==> config.mk <==
export PLATFORM = sky130hd
export DESIGN_NAME = wb_arbiter
export DESIGN_NICKNAME = d
export VERILOG_FILES = /design/src/rtl/wb_arbiter.sv
export SDC_FILE = /design/constraint.sdc
export NUM_CORES = 1
export LEC_CHECK = 0
export ABC_AREA = 1
export CAP_MARGIN = 20
export CELL_PAD_IN_SITES_DETAIL_PLACEMENT = 0
export CELL_PAD_IN_SITES_GLOBAL_PLACEMENT = 1
export CORE_MARGIN = 3
export CORE_UTILIZATION = 40
export CTS_BUF_LIST = sky130_fd_sc_hd__clkbuf_2 sky130_fd_sc_hd__clkbuf_4 sky130_fd_sc_hd__clkbuf_8
export CTS_CLUSTER_SIZE = 24
export DETAILED_ROUTE_END_ITERATION = 8
export PLACE_DENSITY_LB_ADDON = 0.12
export SLEW_MARGIN = 20
export SYNTH_ARGS = -nofsm -noshare
export SYNTH_HDL_FRONTEND = slang
export SYNTH_SLANG_ARGS = --single-unit
==> constraint.sdc <==
create_clock -name clk_i -period 3.05 [get_ports clk_i]
set_clock_uncertainty 0.2 [all_clocks]
set_input_delay 0.61 -clock clk_i [delete_from_list [all_inputs] [get_ports clk_i]]
set_output_delay 0.61 -clock clk_i [all_outputs]
set_load 0.01 [all_outputs]
==> src/rtl/wb_arbiter.sv <==
// wb_arbiter: owns the single integer register-file write port.
// In-order pipeline results and buffered long-latency results
// (divider, non-blocking loads) share the port. Long-latency results
// wait in a small circular queue. A starvation counter forces a queue
// slot, via stall_o, when the pipeline keeps winning the port.
module wb_arbiter #(
   parameter int XLEN       = 32,
   parameter int LQ_DEPTH   = 4,
   parameter int STARVE_MAX = 8
) (
   input  logic                          clk_i,
   input  logic                          rst_i,
   // in-order pipeline writeback (no backpressure)
   input  logic                          pipe_we_i,
   input  logic [4:0]                    pipe_waddr_i,
   input  logic [XLEN-1:0]               pipe_wdata_i,
   // long-latency result handshake
   input  logic                          lat_valid_i,
   output logic                          lat_ready_o,
   input  logic [4:0]                    lat_waddr_i,
   input  logic [XLEN-1:0]               lat_wdata_i,
   // pipeline throttle
   output logic                          stall_o,
   // register-file write port
   output logic                          rf_we_o,
   output logic [4:0]                    rf_waddr_o,
   output logic [XLEN-1:0]               rf_wdata_o,
   // queue occupancy
   output logic [$clog2(LQ_DEPTH):0]     lq_count_o
);

   localparam int AW = $clog2(LQ_DEPTH);
   localparam int PW = AW + 1;
   localparam int SW = $clog2(STARVE_MAX + 1);

   localparam logic [SW-1:0] STARVE_LIMIT = SW'(STARVE_MAX);

   // Which source owns the write port this cycle.
   typedef enum logic [1:0] {
      SRC_NONE = 2'd0,
      SRC_PIPE = 2'd1,
      SRC_LQ   = 2'd2
   } src_e;

   // Pointers carry one extra wrap bit: equal pointers mean empty,
   // equal index with differing wrap bit means full.
   function automatic logic lq_is_full(input logic [PW-1:0] wr, input logic [PW-1:0] rd);
      return (wr[PW-1] != rd[PW-1]) && (wr[AW-1:0] == rd[AW-1:0]);
   endfunction

   function automatic logic lq_is_empty(input logic [PW-1:0] wr, input logic [PW-1:0] rd);
      return wr == rd;
   endfunction

   // Queue storage
   logic [4:0]      lq_addr_q [LQ_DEPTH];
   logic [XLEN-1:0] lq_data_q [LQ_DEPTH];

   // State registers and next-state values
   logic [PW-1:0]   wr_ptr_q, wr_ptr_d;
   logic [PW-1:0]   rd_ptr_q, rd_ptr_d;
   logic [SW-1:0]   starve_q, starve_d;
   logic            stall_q, stall_d;
   logic            rf_we_q, rf_we_d;
   logic [4:0]      rf_waddr_q, rf_waddr_d;
   logic [XLEN-1:0] rf_wdata_q, rf_wdata_d;

   // Combinational decode
   logic            pipe_req_s;
   logic            empty_s;
   logic            full_s;
   logic            lat_ready_s;
   logic            enq_s;
   logic            pop_s;
   src_e            src_s;
   logic [4:0]      head_addr_s;
   logic [XLEN-1:0] head_data_s;

   // Request qualification, queue status and handshake decode.
   always_comb begin
      pipe_req_s  = pipe_we_i && (pipe_waddr_i != 5'd0);
      empty_s     = lq_is_empty(wr_ptr_q, rd_ptr_q);
      full_s      = lq_is_full(wr_ptr_q, rd_ptr_q);
      lat_ready_s = !full_s && !rst_i;
      // x0 results complete the handshake but are never stored
      enq_s       = lat_valid_i && lat_ready_s && (lat_waddr_i != 5'd0);
      head_addr_s = lq_addr_q[rd_ptr_q[AW-1:0]];
      head_data_s = lq_data_q[rd_ptr_q[AW-1:0]];
   end

   // Port arbitration: a pending stall hands priority to the queue head,
   // otherwise the pipeline wins and the queue takes idle slots.
   always_comb begin
      src_s = SRC_NONE;
      if (stall_q && !empty_s) begin
         src_s = SRC_LQ;
      end else if (pipe_req_s) begin
         src_s = SRC_PIPE;
      end else if (!empty_s) begin
         src_s = SRC_LQ;
      end else begin
         src_s = SRC_NONE;
      end
      pop_s = (src_s == SRC_LQ);
   end

   // Pointer advance; a full queue refuses entry even if it pops now.
   always_comb begin
      wr_ptr_d = wr_ptr_q;
      rd_ptr_d = rd_ptr_q;
      if (enq_s) begin
         wr_ptr_d = wr_ptr_q + PW'(1);
      end else begin
         wr_ptr_d = wr_ptr_q;
      end
      if (pop_s) begin
         rd_ptr_d = rd_ptr_q + PW'(1);
      end else begin
         rd_ptr_d = rd_ptr_q;
      end
   end

   // Starvation tracking: count lost arbitrations of a waiting head,
   // raise stall the edge after the limit is seen, drop it on the pop.
   always_comb begin
      starve_d = starve_q;
      stall_d  = stall_q;
      if (empty_s || pop_s) begin
         starve_d = {SW{1'b0}};
      end else if ((src_s == SRC_PIPE) && (starve_q != STARVE_LIMIT)) begin
         starve_d = starve_q + SW'(1);
      end else begin
         starve_d = starve_q;
      end
      if (pop_s) begin
         stall_d = 1'b0;
      end else if (starve_q == STARVE_LIMIT) begin
         stall_d = 1'b1;
      end else begin
         stall_d = stall_q;
      end
   end

   // Write-port mux; address and data hold when nothing is written.
   always_comb begin
      rf_we_d    = 1'b0;
      rf_waddr_d = rf_waddr_q;
      rf_wdata_d = rf_wdata_q;
      case (src_s)
         SRC_PIPE: begin
            rf_we_d    = 1'b1;
            rf_waddr_d = pipe_waddr_i;
            rf_wdata_d = pipe_wdata_i;
         end
         SRC_LQ: begin
            rf_we_d    = 1'b1;
            rf_waddr_d = head_addr_s;
            rf_wdata_d = head_data_s;
         end
         default: begin
            rf_we_d    = 1'b0;
            rf_waddr_d = rf_waddr_q;
            rf_wdata_d = rf_wdata_q;
         end
      endcase
   end

   // Queue storage write; contents are don't-care once pointers reset.
   always_ff @(posedge clk_i) begin
      if (enq_s) begin
         lq_addr_q[wr_ptr_q[AW-1:0]] <= lat_waddr_i;
         lq_data_q[wr_ptr_q[AW-1:0]] <= lat_wdata_i;
      end
   end

   // Control state and registered outputs with synchronous reset.
   always_ff @(posedge clk_i) begin
      if (rst_i) begin
         wr_ptr_q   <= {PW{1'b0}};
         rd_ptr_q   <= {PW{1'b0}};
         starve_q   <= {SW{1'b0}};
         stall_q    <= 1'b0;
         rf_we_q    <= 1'b0;
         rf_waddr_q <= 5'd0;
         rf_wdata_q <= {XLEN{1'b0}};
      end else begin
         wr_ptr_q   <= wr_ptr_d;
         rd_ptr_q   <= rd_ptr_d;
         starve_q   <= starve_d;
         stall_q    <= stall_d;
         rf_we_q    <= rf_we_d;
         rf_waddr_q <= rf_waddr_d;
         rf_wdata_q <= rf_wdata_d;
      end
   end

   assign lat_ready_o = lat_ready_s;
   assign stall_o     = stall_q;
   assign rf_we_o     = rf_we_q;
   assign rf_waddr_o  = rf_waddr_q;
   assign rf_wdata_o  = rf_wdata_q;
   assign lq_count_o  = wr_ptr_q - rd_ptr_q;

endmodule

==> results of run 1 <==
==> stage by stage <==
| stage | cells | TNS (ps) | setup WS [ps] | cell area (um2) |
|---|---|---|---|---|
| 3_3_place_gp | 1082 | 0 | 27.8 | 9770 |
| 6_report | 1114 | 0 | 216 | 10200 |
| 3_5_place_dp | 1082 | -73.4 | -34.7 | 9770 |
| 4_1_cts | 1114 | 0 | 48.0 | 10100 |
| 5_1_grt | 1114 | 0 | 99.7 | 10200 |
| 2_1_floorplan | 707 | -34980 | -315 | 8060 |
==> what timing repair did <==
item / CTS / global route
gates cloned: 0 / 0
resized for setup: 2 / 1
hold buffers: 0 / 0
endpoints found under the setup margin: 2 / 1
==> worst max-delay path, stage by stage (launching register included) <==
cell and delay [ps]:
dfxtp_1 370, inv_1 110, ha_1 230, fa_1 380, xnor2_1 180, dlygate4sd2_1 290
==> placed cells by master, fill, tap and decap left out, types with 5 or more instances in the layout <==
cell type        instances
a21oi_1                  7
buf_12                  12
buf_4                   17
clkbuf_8                19
clkdlybuf4s50_1        117
clkinv_4                 5
dfxtp_1                 49
edfxtp_1               148
ha_1                    10
inv_1                   21
inv_2                    6
nand2_1                 89
nand3_1                 11
nor2_1                 119
nor2_4                   5
o21a_1                  37
o21ai_1                112
o21bai_1                37
==> state kept, by name (all words and copies together) (netlist names), named ones only <==
| signal | cells |
|---|---|
| lq_addr_q | 20 |
| wr_ptr_q | 3 |
| rd_ptr_q | 3 |
| rf_we_o | 1 |
| starve_q | 4 |
| stall_o | 1 |
| lq_data_q | 128 |
| rf_wdata_o | 32 |
| rf_waddr_o | 5 |
==> kinds of logic after synthesis <==
kind of cell	share of synthesized area, %
flip-flops	67.9
AO/OA/AOI/OAI	14.8
AND/OR/NAND/NOR	11.0
adder cells (fa/ha/maj)	1.96
XOR/XNOR	0.218
buffers and inverters	4.13
==> final cells by class <==
type / instances / area share [%]
Multi-Input combinational cell: 442 / 22.6
Tap cell: 265 / 3.27
Sequential cell: 199 / 53.9
Clock buffer: 20 / 2.65
Inverter: 27 / 0.998
Clock inverter: 12 / 1.16
Timing Repair Buffer: 149 / 15.5
==> metal layers <==
metal | vias up | share of wire [%] | global-route usage (%)
li1 | 2712 | - | -
met1 | 2685 | 46 | 22.9
met2 | 118 | 49 | 30.3
met3 | 19 | 4.3 | 4.08
met4 | 2 | 1.1 | 4.43
met5 | - | 0.11 | 0
==> report_power, final <==
group	total (W)	internal, W	switching [W]
Sequential	0.00313	0.00305	0.0000806
Combinational	0.00107	0.000507	0.000566
Clock	0.00162	0.000711	0.000909
==> final timing paths <==
kind	start	endpoint	cells after the start
hold reg to reg	rf_wdata_o[16]$_SDFFE_PP0P_	rf_wdata_o[16]$_SDFFE_PP0P_	2
setup / recovery	wr_ptr_q[0]$_SDFFE_PP0P_	lq_count_o[2]	5
hold / removal	rf_wdata_o[16]$_SDFFE_PP0P_	rf_wdata_o[16]$_SDFFE_PP0P_	2
setup reg to reg	wr_ptr_q[0]$_SDFFE_PP0P_	starve_q[1]$_SDFFE_PP0P_	13
==> impl_metrics.yaml, run 1 <==
run_status:
  status: "complete, no violations"
clocking:
  clockRootBuffer: "clkbuf_8"
  clockBufferDepth: 2
  clk_pin_slew_ps: 100
  htree_levels: 4
  cts_tree: "done"
  clk_latency_ps: 460
  cts_made_buffers: 17
  cts_setup_buffers: 0
  cts.sinks: 199
route:
  drt-total-wl_um: 18700
  drt_iter0_drc: 250
  vias: 5536
  drc: 0
  viasPerCell: 4.97
  routedWlPerCell_um: 16.8
  ant_nets: 0
  first_pass_iters: 5
floorplanning:
  rows: 51
  pin_count: 121
  chipHeight_um: 148
  fp.coreArea_um2: 19600
  dieArea_um2: 21900
  start_util_pct: 41.1
  die_w_um: 148
setup_path:
  crit_path_max_fanout: 5
  cp-start-kind: "register"
  critPathRequiredTime_ps: 2240
  worstSetupPathType: "register to output port"
  timing.reg2reg.setup_slack_ps: 330
  crit_arrival_ps: 2020
  end_kind: "output port"
yosys:
  syn_area_um2: 8050
  synth_nets: 797
  ys_warn_count: 0
  yosys_register_bits: 199
  synth_cells: 707
  synth-seq-area-share_pct: 67.9
  synthFlopType: "edfxtp_1"
  synthMostInstantiatedCell: "edfxtp_1"
  synth_top_cell_area_share_pct: 55.2
  async_reset_ff_share_pct: 0
  synth_common_cells: "edfxtp_1 (148), nor2_1 (123), o21ai_1 (112), nand2_1 (89), dfxtp_1 (51)"
  synth.largest_area_cell: "edfxtp_1"
  synth_cell_types: 26
  synth.area.top_cells: "edfxtp_1 (55%), dfxtp_1 (13%), o21ai_1 (7.0%), nor2_1 (5.7%), nand2_1 (4.1%)"
  synth_edf_count: 148
  syn_area_per_cell_um2: 11.4
placement:
  port_buffers: 120
  gp_congestion: 0.760
  place_hpwl_um: 12000
finish:
  final_nets: 926
  nFillCells: 1716
  syn2layout_area_growth_pct: 26.1
  multi_input_area_um2: 2290
  layout-drive-gt1-share_pct: 8.83
  num_antenna_cells: 0
  seq_area_um2: 5470
  finish.utilization_pct: 51.8
timing:
  whs_ps: 254
  finalHoldViolations: 0
  tightestPinTransition_ps: 858
  finalCritPeriodShare_pct: 92.9
  rsz0062_at_grt: "false"
  max_slew_margin_pct: 42.8
  report.final.setup_viol: 0
  slew_violations: 0
  max_freq_ghz: 0.353
  fin_crit_ps: 2830
pwr:
  p_leak_nw: 3.70
  power_w: 0.00582
  p_per_area_nw_per_um2: 574
  peakVddDrop_v: 0.000261
grt:
  grtUsageTotal_pct: 17.7
  gr-total-overflow: 0
  grt_pass1_wl_um: 30100
  grt_pass1_vias: 5686
  antenna_found_initial: 1
  grt_max_degree: 75
flow_run:
  drv_cap: 0
min_path:
  hp-class: "register to register"
(Power assumes the default switching activity.)
==> inputs of run 2 (changes only) <==
CORE_MARGIN = not set   (was 3)
GPL_ROUTABILITY_DRIVEN = 0   (was not set)
==> run 2 against run 1 <==
  * Sequential share of layout area decreased by 0.34 points
  * Largest power group unchanged
  * Clock power grew 11%
  * Non-clock buffer count grew 1
  * Count of clock-buffer cells in the layout shrank 2
  * Critical path type unchanged
  * Fmax shrank 2.3%
  * Power increased by 3.1%
  * Global-route usage is 1.5 points higher
  * Final area is 0.60% higher
  * Via count decreased by 1.0%
==> impl_metrics.yaml, run 2 (synthesis results as in run 1) <==
setup_path:
  crit_family: "buffers and inverters"
  cp-start-kind: "register"
  crit_buf_inv: 3
  crit_slowest_cell: "clkdlybuf4s50_1"
  crit_path_max_fanout: 5
  crit_arrival_ps: 2090
  path_cells: "inv_2 -> ha_1 -> fa_1 -> inv_1 -> clkdlybuf4s50_1"
  critPathMaxStageDelay_ps: 520
  critPathRequiredTime_ps: 2240
  worstSetupPathType: "register to output port"
  end_kind: "output port"
timing:
  slew_violations: 0
  setup_tns_ps: 0
  report.final.setup_viol: 0
  max_slew_margin_pct: 58.7
  fin_crit_ps: 2900
  finalHoldViolations: 0
  max_freq_ghz: 0.345
  tightestPinTransition_ps: 620
  finalCritPeriodShare_pct: 95.1
  rsz0062_at_grt: "false"
placement:
  place_hpwl_um: 12300
  place_inst: 1083
  port_buffers: 120
pwr:
  pwr-share-comb_pct: 17.8
  p_leak_nw: 3.72
  switching_power_w: 0.00160
  p_sw_share_pct: 26.6
  p_per_area_nw_per_um2: 588
  peakVddDrop_v: 0.000314
  intPower_w: 0.00441
  clockPowerShare_pct: 29.9
  p_seq_share_pct: 52.3
finish:
  instances_no_fill: 1115
  layout-drive-gt1-share_pct: 9.41
  final_cell_mix: "edfxtp_1 (148), nor2_1 (119), clkdlybuf4s50_1 (119)"
  final_common_cell: "edfxtp_1"
  num_antenna_cells: 0
  final_nets: 927
  nFillCells: 1747
  syn2layout_area_growth_pct: 26.8
  largest_reg_flops: 128
floorplanning:
  fp.coreArea_um2: 19600
  chipHeight_um: 144
  dieArea_um2: 20700
  die_w_um: 144
  pin_count: 121
  start_util_pct: 41.1
  rows: 51
clocking:
  cts_setup_buffers: 0
  clk_latency_ps: 460
  hold_buffers: 0
  cts_tree: "done"
  clk_pin_slew_ps: 100
  cts_made_buffers: 17
  cts_resized: 1
  clockBufferDepth: 2
  clockRootBuffer: "clkbuf_8"
  htree_levels: 4
  cts.sinks: 199
grt:
  grt_max_degree: 57
  grtUsageTotal_pct: 19.2
  grt_pass1_wl_um: 29400
  gr-total-overflow: 0
  antenna_found_initial: 1
  grt_pass1_vias: 5558
route:
  drt-total-wl_um: 18700
  ant_nets: 0
  first_pass_iters: 5
  vias: 5480
  drt_iter0_drc: 307
  viasPerCell: 4.91
  routedWlPerCell_um: 16.7
  drc: 0
min_path:
  hp-class: "register to register"
run_status:
  status: "complete, no violations"
flow_run:
  drv_cap: 0
## run 2: changes by cell type in the layout (fill, tap and decap cells not counted), moves of 2 or more
cell,previous run,this run
bufinv_16,1,3
clkbuf_8,19,17
clkdlybuf4s50_1,117,119
clkinv_1,2,0
dfxtp_2,1,3
inv_8,1,3
## run 2: through the flow
stage | util [%] | worst slack [ps] | power [W] | cell area (um2) | hold WS, ps
after detailed placement | 49.9 | -40.9 | 0.00429 | 9780 | 239
after global placement | 49.9 | 18.4 | 0.00427 | 9780 | 236
after global routing | 52.1 | 52.3 | 0.00628 | 10200 | 277
after CTS | 52.1 | 8.17 | 0.00607 | 10200 | 259
final | 52.1 | 148 | 0.00600 | 10200 | 256
after floorplan | - | -315 | 0.00374 | 8060 | 252
## run 2: worst paths after layout
check	start	end	slack, ps	depth (start not counted)
min	rf_wdata_o[16]$_SDFFE_PP0P_	rf_wdata_o[16]$_SDFFE_PP0P_	260	2
min reg2reg	rf_wdata_o[16]$_SDFFE_PP0P_	rf_wdata_o[16]$_SDFFE_PP0P_	260	2
max reg2reg	rd_ptr_q[1]$_SDFFE_PP0N_	starve_q[1]$_SDFFE_PP0P_	410	13
max	wr_ptr_q[0]$_SDFFE_PP0P_	lq_count_o[1]	150	5
## run 2: layout make-up
type                       count  area [um2]  area share [%]
sequential                   199        5470            53.5
clock buffer                  18         241            2.36
clock inverter                14         189            1.85
inverter                      27         101           0.992
tap                          265         332            3.25
multi-input combinational    442        2290            22.5
timing repair buffer         150        1590            15.5
## run 2: power groups by stage
| stage | Clock (W) | Sequential, W | Combinational [W] |
|---|---|---|---|
| finish | 0.00180 | 0.00314 | 0.00107 |
| global route | 0.00194 | 0.00316 | 0.00119 |
| CTS | 0.00184 | 0.00314 | 0.00109 |
| detailed placement | 0 | 0.00320 | 0.00109 |
| global placement | 0 | 0.00320 | 0.00107 |
| floorplan | 0 | 0.00321 | 0.000527 |
## run 2: routing by layer
layer	global-route usage (%)	share of wire (%)	vias up
met5	0	0.070	-
met4	6.33	1.7	2
met3	4.43	4.6	19
met2	32.8	49	120
met1	23.8	45	2631
li1	-	-	2708
## run 2: worst min-delay path, cell delays in order, from the launching register on
cell and delay [ps]:
dfxtp_1 320, nand2_1 60, nand2_1 40
